===== src/rtl/mul_div_unit_pkg.sv =====
// Shared encodings for the iterative RV32M multiply/divide unit.
// Operation codes equal the RV32M funct3 field.
package mul_div_unit_pkg;

  typedef enum logic [2:0] {
    OP_MUL    = 3'd0,
    OP_MULH   = 3'd1,
    OP_MULHSU = 3'd2,
    OP_MULHU  = 3'd3,
    OP_DIV    = 3'd4,
    OP_DIVU   = 3'd5,
    OP_REM    = 3'd6,
    OP_REMU   = 3'd7
  } md_op_e;

  typedef enum logic [1:0] {
    ST_IDLE = 2'd0,
    ST_PREP = 2'd1,
    ST_CALC = 2'd2,
    ST_DONE = 2'd3
  } md_state_e;

  function automatic logic op_signed1(md_op_e op);
    return op inside {OP_MULH, OP_MULHSU, OP_DIV, OP_REM};
  endfunction

  function automatic logic op_signed2(md_op_e op);
    return op inside {OP_MULH, OP_DIV, OP_REM};
  endfunction

endpackage


===== src/rtl/mul_div_unit.sv =====
// Iterative RV32M multiply/divide beside the EX-stage ALU: shift-add multiply and
// restoring divide share one 2*XLEN shift register. Busy stalls the pipe; Done pulses once.
// Handshake: Start is accepted only in IDLE when Flush is low; Busy is high from the
// cycle after acceptance until the result is formed; Done is a one-cycle pulse with Result valid.
module mul_div_unit
  import mul_div_unit_pkg::*;
#(
  parameter int XLEN = 32
) (
  input  logic            clk,
  input  logic            rst,
  input  logic            Start,
  input  logic            Flush,
  input  logic [2:0]      MulDivContrl,
  input  logic [XLEN-1:0] Operand1,
  input  logic [XLEN-1:0] Operand2,
  output logic            Busy,
  output logic            Done,
  output logic [XLEN-1:0] Result,
  output md_state_e       dbg_state
);

  localparam int CW = $clog2(XLEN);

  md_state_e         state_q, state_d;
  md_op_e            op_q, op_d;
  logic [XLEN-1:0]   op1_q, op1_d, opb_q, opb_d, result_q, result_d;
  logic [2*XLEN-1:0] sh_q, sh_d, sh_step;
  logic [CW-1:0]     cnt_q, cnt_d;
  logic              s1_q, s1_d, s2_q, s2_d;

  logic              accept, is_div, last_iter, special, div_ge;
  logic [XLEN-1:0]   mag1, mag2, special_val, div_trial;
  logic [XLEN:0]     mul_sum;

  assign accept    = (state_q == ST_IDLE) && Start && !Flush;
  assign is_div    = op_q[2];
  assign last_iter = (cnt_q == CW'(XLEN - 1));
  assign mag1      = s1_q ? -op1_q : op1_q;
  assign mag2      = s2_q ? -opb_q : opb_q;

  // Post-processing: sign correction and result selection once the iterations finish.
  function automatic logic [XLEN-1:0] sign_fix(md_op_e op, logic s1, logic s2,
                                               logic [2*XLEN-1:0] sh);
    logic [2*XLEN-1:0] prod;
    logic [XLEN-1:0]   quot, rem;
    prod = (s1 ^ s2) ? -sh : sh;
    quot = (s1 ^ s2) ? -sh[XLEN-1:0] : sh[XLEN-1:0];
    rem  = s1 ? -sh[2*XLEN-1:XLEN] : sh[2*XLEN-1:XLEN];
    case (op)
      OP_MUL:                       sign_fix = prod[XLEN-1:0];
      OP_MULH, OP_MULHSU, OP_MULHU: sign_fix = prod[2*XLEN-1:XLEN];
      OP_DIV, OP_DIVU:              sign_fix = quot;
      default:                      sign_fix = rem;
    endcase
  endfunction

  // Divide-by-zero and signed overflow bypass the iterations entirely.
  always_comb begin
    special     = 1'b0;
    special_val = '0;
    if (is_div && (opb_q == '0)) begin
      special     = 1'b1;
      special_val = op_q[1] ? op1_q : '1;
    end else if (is_div && !op_q[0] && (op1_q == {1'b1, {(XLEN-1){1'b0}}}) && (opb_q == '1)) begin
      special     = 1'b1;
      special_val = op_q[1] ? '0 : op1_q;
    end
  end

  always_comb begin
    mul_sum   = {1'b0, sh_q[2*XLEN-1:XLEN]} + (sh_q[0] ? {1'b0, opb_q} : '0);
    div_ge    = ({sh_q[2*XLEN-1:XLEN], sh_q[XLEN-1]} >= {1'b0, opb_q});
    div_trial = {sh_q[2*XLEN-2:XLEN], sh_q[XLEN-1]} - opb_q;
    if (is_div) begin
      sh_step = div_ge ? {div_trial, sh_q[XLEN-2:0], 1'b1} : {sh_q[2*XLEN-2:0], 1'b0};
    end else begin
      sh_step = {mul_sum, sh_q[XLEN-1:1]};
    end
  end

  always_ff @(posedge clk) begin
    if (rst) begin
      state_q <= ST_IDLE;
    end else begin
      state_q <= state_d;
    end
  end

  always_comb begin
    state_d = state_q;
    unique case (state_q)
      ST_IDLE: if (accept) state_d = ST_PREP;
      ST_PREP: state_d = special ? ST_DONE : ST_CALC;
      ST_CALC: if (last_iter) state_d = ST_DONE;
      default: state_d = ST_IDLE;
    endcase
    if (Flush) state_d = ST_IDLE;
  end

  always_comb begin
    Busy      = (state_q == ST_PREP) || (state_q == ST_CALC);
    Done      = (state_q == ST_DONE);
    dbg_state = state_q;
  end

  assign Result = result_q;

  always_comb begin
    op_d     = op_q;
    op1_d    = op1_q;
    opb_d    = opb_q;
    s1_d     = s1_q;
    s2_d     = s2_q;
    sh_d     = sh_q;
    cnt_d    = cnt_q;
    result_d = result_q;
    unique case (state_q)
      ST_IDLE: begin
        if (accept) begin
          op_d  = md_op_e'(MulDivContrl);
          op1_d = Operand1;
          opb_d = Operand2;
          s1_d  = op_signed1(md_op_e'(MulDivContrl)) & Operand1[XLEN-1];
          s2_d  = op_signed2(md_op_e'(MulDivContrl)) & Operand2[XLEN-1];
        end
      end
      ST_PREP: begin
        cnt_d = '0;
        // Multiply keeps the multiplier in the low half; divide keeps the dividend there.
        if (is_div) begin
          sh_d  = {{XLEN{1'b0}}, mag1};
          opb_d = mag2;
        end else begin
          sh_d  = {{XLEN{1'b0}}, mag2};
          opb_d = mag1;
        end
        if (special && !Flush) result_d = special_val;
      end
      ST_CALC: begin
        sh_d  = sh_step;
        cnt_d = cnt_q + 1'b1;
        if (last_iter && !Flush) result_d = sign_fix(op_q, s1_q, s2_q, sh_step);
      end
      default: ;
    endcase
  end

  always_ff @(posedge clk) begin
    if (rst) begin
      op_q     <= OP_MUL;
      op1_q    <= '0;
      opb_q    <= '0;
      s1_q     <= 1'b0;
      s2_q     <= 1'b0;
      sh_q     <= '0;
      cnt_q    <= '0;
      result_q <= '0;
    end else begin
      op_q     <= op_d;
      op1_q    <= op1_d;
      opb_q    <= opb_d;
      s1_q     <= s1_d;
      s2_q     <= s2_d;
      sh_q     <= sh_d;
      cnt_q    <= cnt_d;
      result_q <= result_d;
    end
  end

endmodule


===== config.mk =====
export PLATFORM = sky130hd
export DESIGN_NAME = mul_div_unit
export DESIGN_NICKNAME = d
export VERILOG_FILES = /design/src/rtl/mul_div_unit_pkg.sv /design/src/rtl/mul_div_unit.sv
export SDC_FILE = /design/constraint.sdc
export NUM_CORES = 1
export LEC_CHECK = 0
export ABC_CLOCK_PERIOD_IN_PS = 7950
export BUFFER_PORTS_ARGS = -buffer_cell sky130_fd_sc_hd__buf_2
export CORE_MARGIN = 2
export CORE_UTILIZATION = 55
export CTS_CLUSTER_SIZE = 8
export DETAILED_ROUTE_END_ITERATION = 16
export PLACE_DENSITY = 0.78
export SLEW_MARGIN = 20
export SYNTH_ARGS = -nofsm -noshare
export SYNTH_HDL_FRONTEND = slang
export SYNTH_SLANG_ARGS = --single-unit

===== constraint.sdc =====
create_clock -name clk -period 7.95 [get_ports clk]
set_input_delay 2.385 -clock clk [delete_from_list [all_inputs] [get_ports clk]]
set_output_delay 2.385 -clock clk [all_outputs]
set_load 0.1 [all_outputs]

# --- Yosys cells after proc, flatten, opt, wreduce, memory -nomap -nowiden ---
# Index checks and enable logic that the tools add are counted.
totals:
  latch_bits: 0
  wordCells: 93
  romBits: 0
  ramBits: 0
  register_bits: 172
  n_memories: 0
classes:
  n_mux: 28
  mul: 0
  n_reduce_logical: 25
  n_shift: 0
  addsub: 8
  bitwise: 3
  eq_ne: 19
  div_mod_pow: 0
  magnitude_cmp: 1
op_table:
  columns: ["operator", "n"]
  rows:
  - ["32-bit 2-to-1 mux", 14]
  - ["64-bit 2-to-1 mux", 3]
  - ["32-bit negator", 4]
  - ["32-bit one-hot mux with 2 select lines", 2]
  - ["64-bit one-hot mux with 2 select lines", 1]
  - ["32-bit one-hot mux with 3 select lines", 1]
  - ["32-bit equality test, second input constant", 2]
  - ["64-bit negator", 1]
  - ["32-bit by 32-bit adder with 33-bit output", 1]
  - ["33-bit by 32-bit greater-or-equal comparator with 1-bit output", 1]
  - ["32-bit zero test", 1]
  - ["32-bit subtractor", 1]
  - ["3-bit equality test, second input constant", 4]
  - ["5-bit one-hot mux with 2 select lines", 1]
  - ["3-bit by 2-bit equality test with 1-bit output, second input constant", 3]
  - ["1-bit logical AND", 8]
  - ["3-bit by 1-bit equality test with 1-bit output, second input constant", 2]
  - ["2-bit one-hot mux with 3 select lines", 1]
  - ["2-bit AND reduction", 3]
  - ["5-bit by 1-bit adder with 5-bit output, second input constant", 1]
  - ["5-bit equality test, second input constant", 1]
  - ["2-bit equality test, second input constant", 2]
  - ["2-bit 2-to-1 mux", 2]
  - ["2-bit by 1-bit != test with 1-bit output, second input constant", 2]
  - ["15 further kinds", 22]

# --- Depth between registers and ports, before layout ---
logic_depth:
  ltp_word: 9
  ltp_mapped: 26

# --- Worst setup path before layout ---
# No wires, ideal clock.
synth_timing:
  kind: "reg-to-reg"
  start: "register opb_q[19]"
  end: "register result_q[22] (netlist: Result[22])"
  required_ns: 7.862
  stages_incl_launch_ff: 27
  path_slack_ns: 2.428
  setup_ns: 0.088
  period_less_slack_ns: 5.522
  n_path_buf: 6
  arrival_ns: 5.434
  path_cell_list: "dfxtp_1 clkbuf_1 inv_1 ha_1 buf_2 nand2_1 o21ai_1 a2111oi_2 and3_1 buf_6 clkbuf_1 nand3_1 o21ai_0 ha_1 o21ai_0 nand2b_1 or2_2 clkbuf_1 nor3_1 and2_1 clkbuf_1 nand4_1 or4_1 and3_1 nor3_2 o221ai_1 a311oi_2"
synth_between:
  elab_chain_len: 8
  word_cells_on_any_way: 27
  cone_classes: "add/sub (5); order compare (1); eq/ne (2); mux (14); reduce/logical (5)"
synth_rtl:
  columns: ["item", "line_no", "text"]
  rows:
  - ["start: declaration", "mul_div_unit.sv:27", "logic [XLEN-1:0] op1_q, op1_d, opb_q, opb_d, result_q, result_d;"]
  - ["start signal: assignment", "mul_div_unit.sv:162", "opb_q <= opb_d;"]
  - ["32-bit 2-to-1 mux (tied with other cells)", "mul_div_unit.sv:72", "mul_sum = {1'b0, sh_q[2*XLEN-1:XLEN]} + (sh_q[0] ? {1'b0, opb_q} : '0);"]
  - ["32-bit by 32-bit adder with 33-bit output or 64-bit 2-to-1 mux (tied branches)", "mul_div_unit.sv:72, mul_div_unit.sv:76", null]
  - ["64-bit 2-to-1 mux", "mul_div_unit.sv:75", "if (is_div) begin"]
  - ["64-bit negator (tied with other cells)", "mul_div_unit.sv:47", "prod = (s1 ^ s2) ? -sh : sh;"]
  - ["64-bit 2-to-1 mux (tied with other cells)", "mul_div_unit.sv:47", null]
  - ["32-bit one-hot mux with 3 select lines", "mul_div_unit.sv:50", "case (op)"]
  - ["32-bit 2-to-1 mux", "mul_div_unit.sv:143", "if (last_iter && !Flush) result_d = sign_fix(op_q, s1_q, s2_q, sh_step);"]
  - ["32-bit one-hot mux with 2 select lines", "mul_div_unit.sv:118", "unique case (state_q)"]
  - ["end signal: assignment", "mul_div_unit.sv:167", "result_q <= result_d;"]
  - ["end: declaration", "mul_div_unit.sv:27", null]
# Several ways; a longest one is shown, not always the timed one. The select of a mux whose other input is x is not followed.
# A chain may end at the register's enable or synchronous reset.

# --- Worst setup path after layout ---
layout_timing:
  start: "register opb_q[20]"
  end: "register result_q[29] (netlist: Result[29])"
# The elaborated chain is that of the path after synthesis.

==> flow_summary_export.csv <==
group,metric,value,unit
cts,cts-root-buf,"clkbuf_16",
route,wl_per_cell,27.1,µm
sta,hold_viol_final,0,
synthesis,muxShareOfSynthArea,4.60,%
cts,cts_resized,0,
worst_hold_path,min_from,"Result[4]",
worst_hold_path,hold_path_class,"flip-flop to flip-flop",
global_route,grtUsageTotal,45.4,%
final_layout,final_cell_mix,"nor2_1 (303), nand2_1 (248), a21oi_1 (187)",
floorplanning,initial_utilization,55.7,%
sta,max_slew_margin,23.5,%
placed_design,hpwlAfterDp,58400,µm
sta,fin_setup_tns,0,ps
cts,cts_hold_buffers,0,
sta,finalSetupViolations,0,
final_layout,num-nets-final,2600,
worst_setup_path,cp-start-kind,"flip-flop",
synthesis,synth_edf_count,0,
final_layout,final_common_cell,"nor2_1",
placed_design,port_buffers,106,
synthesis,synth.cell_area,17600,µm²
sta,layout_min_cycle_time,6590,ps
cts,clk_pin_slew,70,ps
global_route,use_met2,66.5,%
global_route,busiest_layer,"met2",
route,drt-vias-per-instance,7.06,
cts,postCtsSetupBuffers,0,
global_route,use_met1,61.5,%
synthesis,synth_xor_area_share,8.67,%
synthesis,synthArstFlopShare,0,%
worst_setup_path,critPathLaunch,"opb_q[20]",
worst_setup_path,critPathRequiredTime,8340,ps
final_layout,syn_to_final_growth,6.65,%
synthesis,synth_cells,2479,
global_route,antenna_found_initial,2,
pwr,p_leak,7.24,nW
global_route,grt_pass1_wl,115000,µm
worst_setup_path,worstPathArrival,6980,ps
global_route,grt_use_met3,11.4,%
global_route,first_global_vias,18400,
final_layout,drive_above_1_share,10.5,%
route,vias,20300,
cts,cts_sinks,172,
job,max_cap_violations,0,
synthesis,synth-adder-area-share,5.57,%
floorplanning,rows,65,
cts,cts_tree,"built",
global_route,grt_max_degree,93,
floorplanning,ioPinCount,107,
synthesis,ys_seq_area_share,19.6,%
floorplanning,die_w,183,µm
synthesis,synthTopCellsByArea,"dfxtp_1 (20%), nor2_1 (6.5%), xnor2_1 (6.0%)",
final_layout,utilization,59.4,%
synthesis,synth-simple-area-share,24.2,%
sta,finClkSkew,18.5,ps
synthesis,ys.flop_type,"dfxtp_1",
route,ant_nets,0,
floorplanning,fp.dieH,183,µm
worst_setup_path,crit_path_end_kind,"flip-flop",
final_layout,n_antenna_cell,0,
global_route,gr-total-overflow,0,
route,routed_wirelength,77600,µm
route,drtPass1Iterations,8,
worst_setup_path,r2r_start,"opb_q[20]",
cts,h-tree-depth,4,
floorplanning,die-area,33400,µm²
synthesis,yosys_warnings,0,
sta,drv_slew,0,
placed_design,gp_congestion,1.04,
synthesis,netlist.area_leader.share,19.6,%
pwr,powerDensity,151,nW/µm²
cts,cts_max_path_buffers,2,
sta,period_share,82.9,%
floorplanning,core,31600,µm²
worst_setup_path,path_class,"flip-flop to flip-flop",
route,drc,0,
worst_setup_path,crit_path_max_fanout,24,
synthesis,synthDistinctLibCells,96,
synthesis,synth_area_per_cell,7.09,µm²
synthesis,synth-seq-cells,172,
synthesis,synth-compound-area-share,31.4,%
cts,clk_latency,480,ps
cts,cts_made_buffers,17,
sta,rsz0062_at_grt,"false",
sta,tightest_slew,1140,ps
route,drt_iter0_markers,3116,
pwr,ir_drop,0.000170,V
sta,max_freq,152,MHz
synthesis,synth_top_family_by_area,"compound AO/OA/AOI/OAI gates",
synthesis,yosysTopAreaCell,"dfxtp_1",
status,status,"completed",
synthesis,synth_fp_nets,2627,
## final timing paths
path / to / depth (start not counted) / slack, ps
min reg2reg: Result[4] / 2 / 480
min: Result[4] / 2 / 480
max: Result[29] / 15 / 1360
max reg2reg: Result[29] / 15 / 1360
## flip-flops by register name (all words and copies together) (netlist names)
signal and count:
op_q 3, sh_q 64, s2_q 1, s1_q 1, dbg_state 2, opb_q 32
Result 32, cnt_q 5, op1_q 32
## critical path: stages, from the launching register on
cell,delay [ps]
dfxtp_1,520
inv_1,80
ha_1,340
a21oi_1,280
o21ai_1,200
a2111oi_2,460
and3_1,740
nand2_2,600
a31oi_1,880
o2111ai_1,480
nor4_1,860
nand2b_1,140
o31ai_1,310
xor2_1,340
nand2_1,100
a31oi_1,150
## per-stage QoR
stage	power, mW	instances	setup WS (ps)	hold WS, ps	area [µm²]
floorplan	1.63	2479	2430	454	17600
global placement	1.90	2835	1840	446	18200
detailed placement	1.91	2835	1580	459	18200
CTS	2.77	2867	1540	469	18800
global route	2.90	2867	967	486	18800
finish	2.83	2867	1360	478	18800
## cell type report
cell class	count	area, µm²
tap	402	503
fill	3014	12800
multi-input combinational	2044	13100
inverter	75	282
sequential	172	3450
timing repair buffer	142	807
clock buffer	18	439
clock inverter	14	145
## synth_stat cells (26+ instances only)
library cell and n:
nor2_1 304, nand2_1 248, a21oi_1 187, o21ai_0 180
dfxtp_1 172, clkbuf_1 146, xnor2_1 120, a211oi_1 91
nor3_1 78, ha_1 75, inv_1 71, xor2_1 54
and2_1 45, nand3_1 45, a31oi_1 42, mux2i_1 37
a22oi_1 36, o31ai_1 34, nand4_1 30, o211ai_1 26
## report_power, final
part | total, mW | switching (mW) | internal (mW)
clock network | 0.888 | 0.460 | 0.428
logic | 0.958 | 0.656 | 0.302
registers | 0.981 | 0.0792 | 0.902
total | 2.83 | 1.20 | 1.63
## per-layer routing
| metal | wire, µm | vias to the layer above |
|---|---|---|
| met5 | 11 | - |
| met4 | 4610 | 2 |
| met3 | 9840 | 244 |
| met2 | 32200 | 1427 |
| met1 | 31000 | 9531 |
| li1 | - | 9050 |
## cells by family after synthesis
logic type      Yosys count
fa+ha+maj                77
buf+inv                 263
compound gates          824
mux                      67
simple gates            902
flops                   172
xor+xnor                174
Note: power is estimated with default switching activity, not from simulation.
